### src/rtl/modulo_mux_display.sv
// Two-digit 7-segment multiplexer: blank/show slots per display, with a one-deep
// shadow buffer that is committed to the active digits only at frame end.
module modulo_mux_display #(
    parameter int T_SHOW  = 50000,
    parameter int T_BLANK = 16
) (
    input  logic       clk,
    input  logic       rst,
    input  logic [3:0] dig_izq,
    input  logic [3:0] dig_der,
    input  logic [1:0] apagar_in,
    input  logic       valido,
    output logic       listo,
    output logic [6:0] seg,
    output logic [1:0] an,
    output logic       fin_trama
);

    localparam int T_MAX = (T_SHOW > T_BLANK) ? T_SHOW : T_BLANK;
    localparam int CW    = $clog2(T_MAX + 1);
    localparam logic [CW-1:0] LIM_SHOW  = CW'(T_SHOW - 1);
    localparam logic [CW-1:0] LIM_BLANK = CW'(T_BLANK - 1);
    localparam logic [6:0]    SEG_OFF   = 7'b1111111;

    typedef enum logic [1:0] {
        B_IZQ = 2'd0,
        S_IZQ = 2'd1,
        B_DER = 2'd2,
        S_DER = 2'd3
    } state_t;

    state_t        r_state;
    state_t        w_state_nxt;
    logic [CW-1:0] r_cnt;
    logic [CW-1:0] w_cnt_nxt;
    logic          w_last;
    logic          w_fin;
    logic          w_commit;

    logic [3:0] r_act_izq, r_act_der, r_sh_izq, r_sh_der;
    logic [1:0] r_act_apg, r_sh_apg;
    logic [3:0] w_act_izq_nxt, w_act_der_nxt;
    logic [1:0] w_act_apg_nxt;
    logic       r_listo;

    logic [1:0] r_an, w_an_nxt;
    logic [6:0] r_seg, w_seg_nxt;
    logic       r_fin, w_fin_nxt;

    // Active-low hex decode, bit order g..a.
    function automatic logic [6:0] hex7(input logic [3:0] d);
        logic [6:0] s;
        case (d)
            4'h0: s = 7'b1000000;
            4'h1: s = 7'b1111001;
            4'h2: s = 7'b0100100;
            4'h3: s = 7'b0110000;
            4'h4: s = 7'b0011001;
            4'h5: s = 7'b0010010;
            4'h6: s = 7'b0000010;
            4'h7: s = 7'b1111000;
            4'h8: s = 7'b0000000;
            4'h9: s = 7'b0010000;
            4'hA: s = 7'b0001000;
            4'hB: s = 7'b0000011;
            4'hC: s = 7'b1000110;
            4'hD: s = 7'b0100001;
            4'hE: s = 7'b0000110;
            4'hF: s = 7'b0001110;
            default: s = SEG_OFF;
        endcase
        return s;
    endfunction

    // Slot sequencing: next state and slot counter.
    always_comb begin
        w_state_nxt = r_state;
        w_cnt_nxt   = r_cnt + 1'b1;
        case (r_state)
            B_IZQ, B_DER: w_last = (r_cnt == LIM_BLANK);
            S_IZQ, S_DER: w_last = (r_cnt == LIM_SHOW);
            default:      w_last = 1'b1;
        endcase
        if (w_last) begin
            w_cnt_nxt = '0;
            case (r_state)
                B_IZQ:   w_state_nxt = S_IZQ;
                S_IZQ:   w_state_nxt = B_DER;
                B_DER:   w_state_nxt = S_DER;
                S_DER:   w_state_nxt = B_IZQ;
                default: w_state_nxt = B_IZQ;
            endcase
        end else begin
            w_state_nxt = r_state;
        end
    end

    assign w_fin    = (r_state == S_DER) && w_last;
    assign w_commit = w_fin && !r_listo;

    // Values the active registers will hold next cycle (commit has priority over load).
    always_comb begin
        if (w_commit) begin
            w_act_izq_nxt = r_sh_izq;
            w_act_der_nxt = r_sh_der;
            w_act_apg_nxt = r_sh_apg;
        end else begin
            w_act_izq_nxt = r_act_izq;
            w_act_der_nxt = r_act_der;
            w_act_apg_nxt = r_act_apg;
        end
    end

    // Output decode of next-cycle state so the pins come straight from flops.
    always_comb begin
        w_an_nxt  = 2'b11;
        w_seg_nxt = SEG_OFF;
        w_fin_nxt = (w_state_nxt == S_DER) && (w_cnt_nxt == LIM_SHOW);
        case (w_state_nxt)
            S_IZQ: begin
                w_an_nxt  = 2'b10;
                w_seg_nxt = w_act_apg_nxt[0] ? SEG_OFF : hex7(w_act_izq_nxt);
            end
            S_DER: begin
                w_an_nxt  = 2'b01;
                w_seg_nxt = w_act_apg_nxt[1] ? SEG_OFF : hex7(w_act_der_nxt);
            end
            default: begin
                w_an_nxt  = 2'b11;
                w_seg_nxt = SEG_OFF;
            end
        endcase
    end

    // State and slot counter registers.
    always_ff @(posedge clk) begin
        if (rst) begin
            r_state <= B_IZQ;
            r_cnt   <= '0;
        end else begin
            r_state <= w_state_nxt;
            r_cnt   <= w_cnt_nxt;
        end
    end

    // Shadow buffer load and frame-boundary commit; r_listo doubles as the empty flag.
    always_ff @(posedge clk) begin
        if (rst) begin
            r_listo   <= 1'b1;
            r_sh_izq  <= 4'h0;
            r_sh_der  <= 4'h0;
            r_sh_apg  <= 2'b00;
            r_act_izq <= 4'h0;
            r_act_der <= 4'h0;
            r_act_apg <= 2'b11;
        end else begin
            r_act_izq <= w_act_izq_nxt;
            r_act_der <= w_act_der_nxt;
            r_act_apg <= w_act_apg_nxt;
            if (w_commit) begin
                r_listo <= 1'b1;
            end else if (valido && r_listo) begin
                r_sh_izq <= dig_izq;
                r_sh_der <= dig_der;
                r_sh_apg <= apagar_in;
                r_listo  <= 1'b0;
            end else begin
                r_listo <= r_listo;
            end
        end
    end

    // Display output registers.
    always_ff @(posedge clk) begin
        if (rst) begin
            r_an  <= 2'b11;
            r_seg <= SEG_OFF;
            r_fin <= 1'b0;
        end else begin
            r_an  <= w_an_nxt;
            r_seg <= w_seg_nxt;
            r_fin <= w_fin_nxt;
        end
    end

    assign listo     = r_listo;
    assign an        = r_an;
    assign seg       = r_seg;
    assign fin_trama = r_fin;

endmodule

### config.mk
export PLATFORM = sky130hd
export DESIGN_NAME = modulo_mux_display
export DESIGN_NICKNAME = d
export VERILOG_FILES = /design/src/rtl/modulo_mux_display.sv
export SDC_FILE = /design/constraint.sdc
export NUM_CORES = 1
export LEC_CHECK = 0
export BUFFER_PORTS_ARGS = -buffer_cell sky130_fd_sc_hd__buf_2
export CELL_PAD_IN_SITES_DETAIL_PLACEMENT = 1
export CELL_PAD_IN_SITES_GLOBAL_PLACEMENT = 1
export CORE_ASPECT_RATIO = 0.9
export CORE_MARGIN = 3
export CORE_UTILIZATION = 32
export CTS_BUF_LIST = sky130_fd_sc_hd__clkbuf_16
export DETAILED_ROUTE_END_ITERATION = 12
export GPL_ROUTABILITY_DRIVEN = 0
export PLACE_DENSITY_LB_ADDON = 0.1
export SYNTH_ARGS = -nofsm -noshare
export SYNTH_HDL_FRONTEND = slang
export SYNTH_SLANG_ARGS = --single-unit
### constraint.sdc
create_clock -name clk -period 7.9 [get_ports clk]
set_input_delay 0.395 -clock clk [delete_from_list [all_inputs] [get_ports clk]]
set_output_delay 0.395 -clock clk [all_outputs]
set_load 0.005 [all_outputs]
Yosys cells after proc, flatten, opt, wreduce, memory -nomap -nowiden
Memory sizes are Yosys's and may differ from the RTL's.
Index checks and enable logic that the tools add are counted.

operators by class
  reduce and logical (&&, ||, !) cells = 10
  equal/unequal tests = 8
  $add $sub $neg = 1
  bitwise logic cells = 1
  mux-type cells = 11

operators with widths
  kind                                                   number
  equality test 16 bit (second input constant)           2
  adder 16 x 1 -> 16 bit (second input constant)         1
  equality test 16 x 4 -> 1 bit (second input constant)  1
  2-to-1 mux 16 bit                                      1
  2-to-1 mux 7 bit                                       2
  case mux 7 bit (2 select lines)                        1
  2-to-1 mux 4 bit                                       2
  case mux 2 bit (4 select lines)                        1
  equality test 2 bit (second input constant)            3
  OR reduction 2 bit                                     3
  equality test 2 x 1 -> 1 bit (second input constant)   2
  logical AND 1 bit                                      4
  2-to-1 mux 2 bit                                       2
  case mux 2 bit (2 select lines)                        1
  zero test 2 bit                                        1
  case mux 1 bit (2 select lines)                        1
  AND reduction 2 bit                                    1
  zero test 1 bit                                        1
  NOT 1 bit                                              1

word-level totals
  bits in registers = 49
  ROM bits = 224
  memories kept = 2
  word-level logic and storage cells = 45
  input port bits = 13
  output and inout port bits = 11

memory list
  memory            depth  bits a word  read ports  clocked after Yosys merged registers in  wr ports  line  RTL
  (name not given)  16     7            1           0                                        0         53    case (d)
  (name not given)  16     7            1           0                                        0         53

Logic depth before layout (Yosys ltp)
An unclocked memory read counts as a cell.

  depth in word-level cells = 9
  gate-level depth with buffers = 12
  depth with buffers taken out = 10

Least setup slack after synthesis
OpenSTA, ideal clock, no wires.

  path kind = reg2reg
  start = register r_cnt[5]
  end = register r_seg[5], in the netlist seg[5]
  period minus slack after synthesis = 3.766 ns
  library setup time = 0.120 ns
  arrival time = 3.646 ns
  cell stages (with the launch flop) = 13
  path buffers = 3
  required time = 7.780 ns
  path slack = 4.134 ns
  cells stage by stage = dfxtp_1 > clkbuf_1 > or4_1 > or4_4 > nor4b_4 > buf_4 > buf_2 > mux2i_1 > inv_1 > ha_1 > mux2_1 > a2111o_1 > o31a_1

between the ends
  word-level cells in the longest chain between the ends = 8
  elaborated cells between the ends (all ways) = 16
  classes of those cells = 4 x eq/ne; 8 x mux; 2 x reduce/logical; 2 x memory

ends and longest elaborated chain
  what                                                                          line    RTL
  start: declaration                                                            34      logic [CW-1:0] r_cnt;
  start signal: assignment                                                      142     r_cnt <= w_cnt_nxt;
  equality test 16 bit / equality test 16 x 4 -> 1 bit (equally long branches)  81, 80
  case mux 1 bit (2 select lines) *                                             79      case (r_state)
  logical AND 1 bit *                                                           98      assign w_fin = (r_state == S_DER) && w_last;
  logical AND 1 bit *                                                           99      assign w_commit = w_fin && !r_listo;
  2-to-1 mux 4 bit *                                                            103     if (w_commit) begin
  named net w_act_der_nxt[0]                                                    42      logic [3:0] w_act_izq_nxt, w_act_der_nxt;
  memory read (16 x 7 bit) *                                                    --
  2-to-1 mux 7 bit *                                                            126     w_seg_nxt = w_act_apg_nxt[1] ? SEG_OFF : hex7(w_act_der_nxt);
  case mux 7 bit (2 select lines) *                                             119     case (w_state_nxt)
  end signal: assignment                                                        181     r_seg <= w_seg_nxt;
  end: declaration                                                              47      logic [6:0] r_seg, w_seg_nxt;

Mark *: on every way through the listed nets, which the timed path passes. The rest lies on a longest branch.
A chain may end at the register's enable or synchronous reset.

Worst setup path in the final report
  start = register r_cnt[7]
  end = register r_seg[5], in the netlist seg[5]

The elaborated chain is that of the path after synthesis.

==> results.sh <==
export IMPL_power_per_cell_area_nw_per_um2=169
export IMPL_grtUsageTotal_pct=15.7
export IMPL_fp_dieArea_um2=9640
export IMPL_dp_slack_ns=3.99
export IMPL_io_pins=24
export IMPL_multi_input_area_um2=1640
export IMPL_grt_pass1_wl_um=11800
export IMPL_worst_pin_slew_ns=0.962
export IMPL_cp_num_buf_inv=2
export IMPL_switching_share_pct=21.5
export IMPL_synth_compound_area_share_pct=12.0
export IMPL_crit_required_ns=8.08
export IMPL_endpoint_kind="flip-flop"
export IMPL_worstHoldEndpoint="r_sh_der[0]$_SDFFE_PP0P_"
export IMPL_synth_fa_ha_area_share_pct=7.36
export IMPL_fin_crit_ns=3.94
export IMPL_hold_path_class="input pin to flip-flop"
export IMPL_grt_antenna_before_repair=0
export IMPL_power_w=0.000519
export IMPL_synth_cells=319
export IMPL_drt_iter0_drc=106
export IMPL_path_class="flip-flop to flip-flop"
export IMPL_seq_power_share_pct=49.4
export IMPL_r2r_end="seg[5]$_SDFF_PP1_"
export IMPL_drv_slew=0
export IMPL_rows=31
export IMPL_path_delay_family="simple AND/OR/NAND/NOR gates"
export IMPL_drt_vias_per_instance=5.02
export IMPL_cts_buffers=5
export IMPL_clock_skew_ns=0.00505
export IMPL_synth_top_area_share_pct=36.1
export IMPL_muxShareOfSynthArea_pct=10.9
export IMPL_vias=2197
export IMPL_synth_warning_count=0
export IMPL_cp_start_kind="flip-flop"
export IMPL_clock_latency_ns=0.29
export IMPL_yosysSeqAreaShare_pct=36.1
export IMPL_synthFlopType="dfxtp_1"
export IMPL_r2r_setup_slack_ns=3.96
export IMPL_clkSinkCount=49
export IMPL_synthXorXnorAreaFrac_pct=5.47
export IMPL_post_cts_resized=0
export IMPL_layout_commonest_cell="dfxtp_1"
export IMPL_wirelength_um=6990
export IMPL_synthesis_area_um2=2720
export IMPL_hpwl_um=5170
export IMPL_core_area_um2=8150
export IMPL_n_antenna_cell=0
export IMPL_slowest_stage="or4_4"
export IMPL_clk_pin_slew_ns=0.07
export IMPL_grt_pass1_vias=2210
export IMPL_synth_simple_area_share_pct=24.4
export IMPL_remaining_drc_errors=0
export IMPL_timing_final_crit_share_pct=49.9
export IMPL_nNetsFinal=367
export IMPL_floorplan_initialDensity_pct=33.4
export IMPL_synthArstFlopShare_pct=0
export IMPL_io_buffers=23
export IMPL_vdd_drop_max_uv=74.4
export IMPL_cp_max_fo=30
export IMPL_cts_htree_levels=2
export IMPL_overflow=0
export IMPL_tns_ns=0
export IMPL_max_stage_delay_ns=0.54
export IMPL_hold_path_depth=3
export IMPL_worst_slack_ns=3.96
export IMPL_cts_root_buf="clkbuf_16"
export IMPL_place_area_um2=2910
export IMPL_internal_power_w=0.000408
export IMPL_grt_max_degree=35
export IMPL_wl_per_cell_um=15.9
export IMPL_synth_edf_count=0
export IMPL_drive_gt1_share_pct=11.8
export IMPL_cts_hold_buffers=0
export IMPL_status="complete, no violations"
export IMPL_cts_tree="built"
export IMPL_synth_seq_cells=49
export IMPL_yosysTopAreaCell="dfxtp_1"
export IMPL_drtPass1Iterations=4
export IMPL_synth_top_family_by_area="simple AND/OR/NAND/NOR gates"
export IMPL_seq_area_um2=981
export IMPL_design_area_um2=3080
export IMPL_fillers=981
export IMPL_fp_dieW_um=103
export IMPL_cts_path_max_buffers=2
export IMPL_max_cap_violations=0
export IMPL_die_h_um=93.5
export IMPL_crit_arrival_ns=4.12
export IMPL_p_comb_share_pct=3.7
export IMPL_cp_cell_sequence="or4_1, or4_4, nor4b_4, buf_4, mux2i_1, inv_1, ha_1, mux2_1, a2111o_1, o31a_1"
export IMPL_reg2reg_depth=10
export IMPL_slew_headroom_pct=34.0
export IMPL_hold_start="dig_der[0]"
export IMPL_rsz0062_at_grt="false"
export IMPL_finalHoldViolCount=0
export IMPL_ant_nets=0
export IMPL_syn_num_nets=348
export IMPL_area_delta_synth_final_pct=13.2
export IMPL_r2r_start="r_cnt[7]$_SDFF_PP0_"
export IMPL_synthTopCellsByArea="dfxtp_1 (36%), mux2i_1 (9.6%), ha_1 (7.4%)"
export IMPL_syn_area_per_cell_um2=8.53
export IMPL_clockPowerShare_pct=46.9
export IMPL_finalSetupViolations=0
export IMPL_synthDistinctLibCells=53
export IMPL_layout_common_cells="dfxtp_1 (49), nor2_1 (45), nand2_1 (39)"
export IMPL_power_switching_w=0.000111
export IMPL_p_leak_nw=1.28
export IMPL_cts_setup_buffers=0
export IMPL_fmax_mhz=254
-- worst min-delay path: cells and delay by family --
family          cells  cell delay, ns
buf+inv             1            0.09
simple gates        1            0.05
compound gates      1            0.05
-- flip-flops by register name (all words and copies together) (netlist names) --
signal,flops
an,2
fin_trama,1
listo,1
r_act_apg,2
r_act_der,4
r_act_izq,4
r_cnt,16
r_sh_apg,2
r_sh_der,4
r_sh_izq,4
r_state,2
seg,7
-- how the worst max path moves through the flow --
stage | from | to | slack, ns | depth (start not counted)
floorplan | r_cnt[5]$_SDFF_PP0_ | seg[5]$_SDFF_PP1_ | 4.13 | 12
global placement | r_cnt[7]$_SDFF_PP0_ | seg[5]$_SDFF_PP1_ | 4.08 | 10
detailed placement | r_cnt[7]$_SDFF_PP0_ | seg[5]$_SDFF_PP1_ | 3.99 | 10
CTS | r_cnt[7]$_SDFF_PP0_ | seg[5]$_SDFF_PP1_ | 3.95 | 10
finish | r_cnt[7]$_SDFF_PP0_ | seg[5]$_SDFF_PP1_ | 3.96 | 10
global route | r_cnt[7]$_SDFF_PP0_ | seg[5]$_SDFF_PP1_ | 3.65 | 10
-- cell families after synthesis --
kind of cell,count (synthesis)
and+or+nand+nor,137
DFF,49
adders and majority gates,16
AOI/OAI and AO/OA,46
xor gates and xnor gates,17
buffers and inverters,25
muxes,29
-- stage by stage --
stage | instances | util (%) | hold WS [ns]
floorplan | 319 | - | 0.426
global placement | 430 | 35.8 | 0.448
detailed placement | 430 | 35.8 | 0.452
CTS | 438 | 37.8 | 0.333
global route | 438 | 37.8 | 0.351
finish | 438 | 37.8 | 0.342
-- per-layer routing --
metal | part of all wire, % | global-route usage (%) | wire (um) | vias to the layer above
li1 | - | - | - | 1138
met1 | 56 | 24.4 | 3950 | 1033
met2 | 41 | 21.9 | 2860 | 24
met3 | 2.1 | 2.76 | 150 | 2
met4 | 0.43 | 3.88 | 30 | 0
met5 | 0 | 0 | 0 | -
-- synth_stat cells, drive strengths merged, types with 3 or more instances --
library cell / count
buf: 3
and3: 4
a21oi: 13
inv: 13
xnor2: 8
o21ai: 8
nand4: 5
or2: 3
nor2b: 7
nand3: 5
nand2b: 6
dfxtp: 49
nand2: 39
ha: 16
nor2: 45
o21bai: 3
or3: 4
mux2i: 27
xor2: 9
or4: 3
clkbuf: 9
nor3: 8
-- cell type report --
class	instances	area share, %
Inverter	13	1.58
Clock buffer	5	4.06
Clock inverter	3	1.34
Tap cell	99	4.02
Timing Repair Buffer	24	3.98
Multi-Input combinational cell	245	53.1
Sequential cell	49	31.9
-- power by group through the flow --
stage / combinational, W / sequential [W] / clock (W)
floorplan: 0.0000133 / 0.000260 / 0
global placement: 0.0000196 / 0.000262 / 0
detailed placement: 0.0000199 / 0.000262 / 0
CTS: 0.0000199 / 0.000257 / 0.000252
global route: 0.0000228 / 0.000257 / 0.000262
finish: 0.0000193 / 0.000257 / 0.000243
No activity file was read; power rests on OpenSTA's default activity.
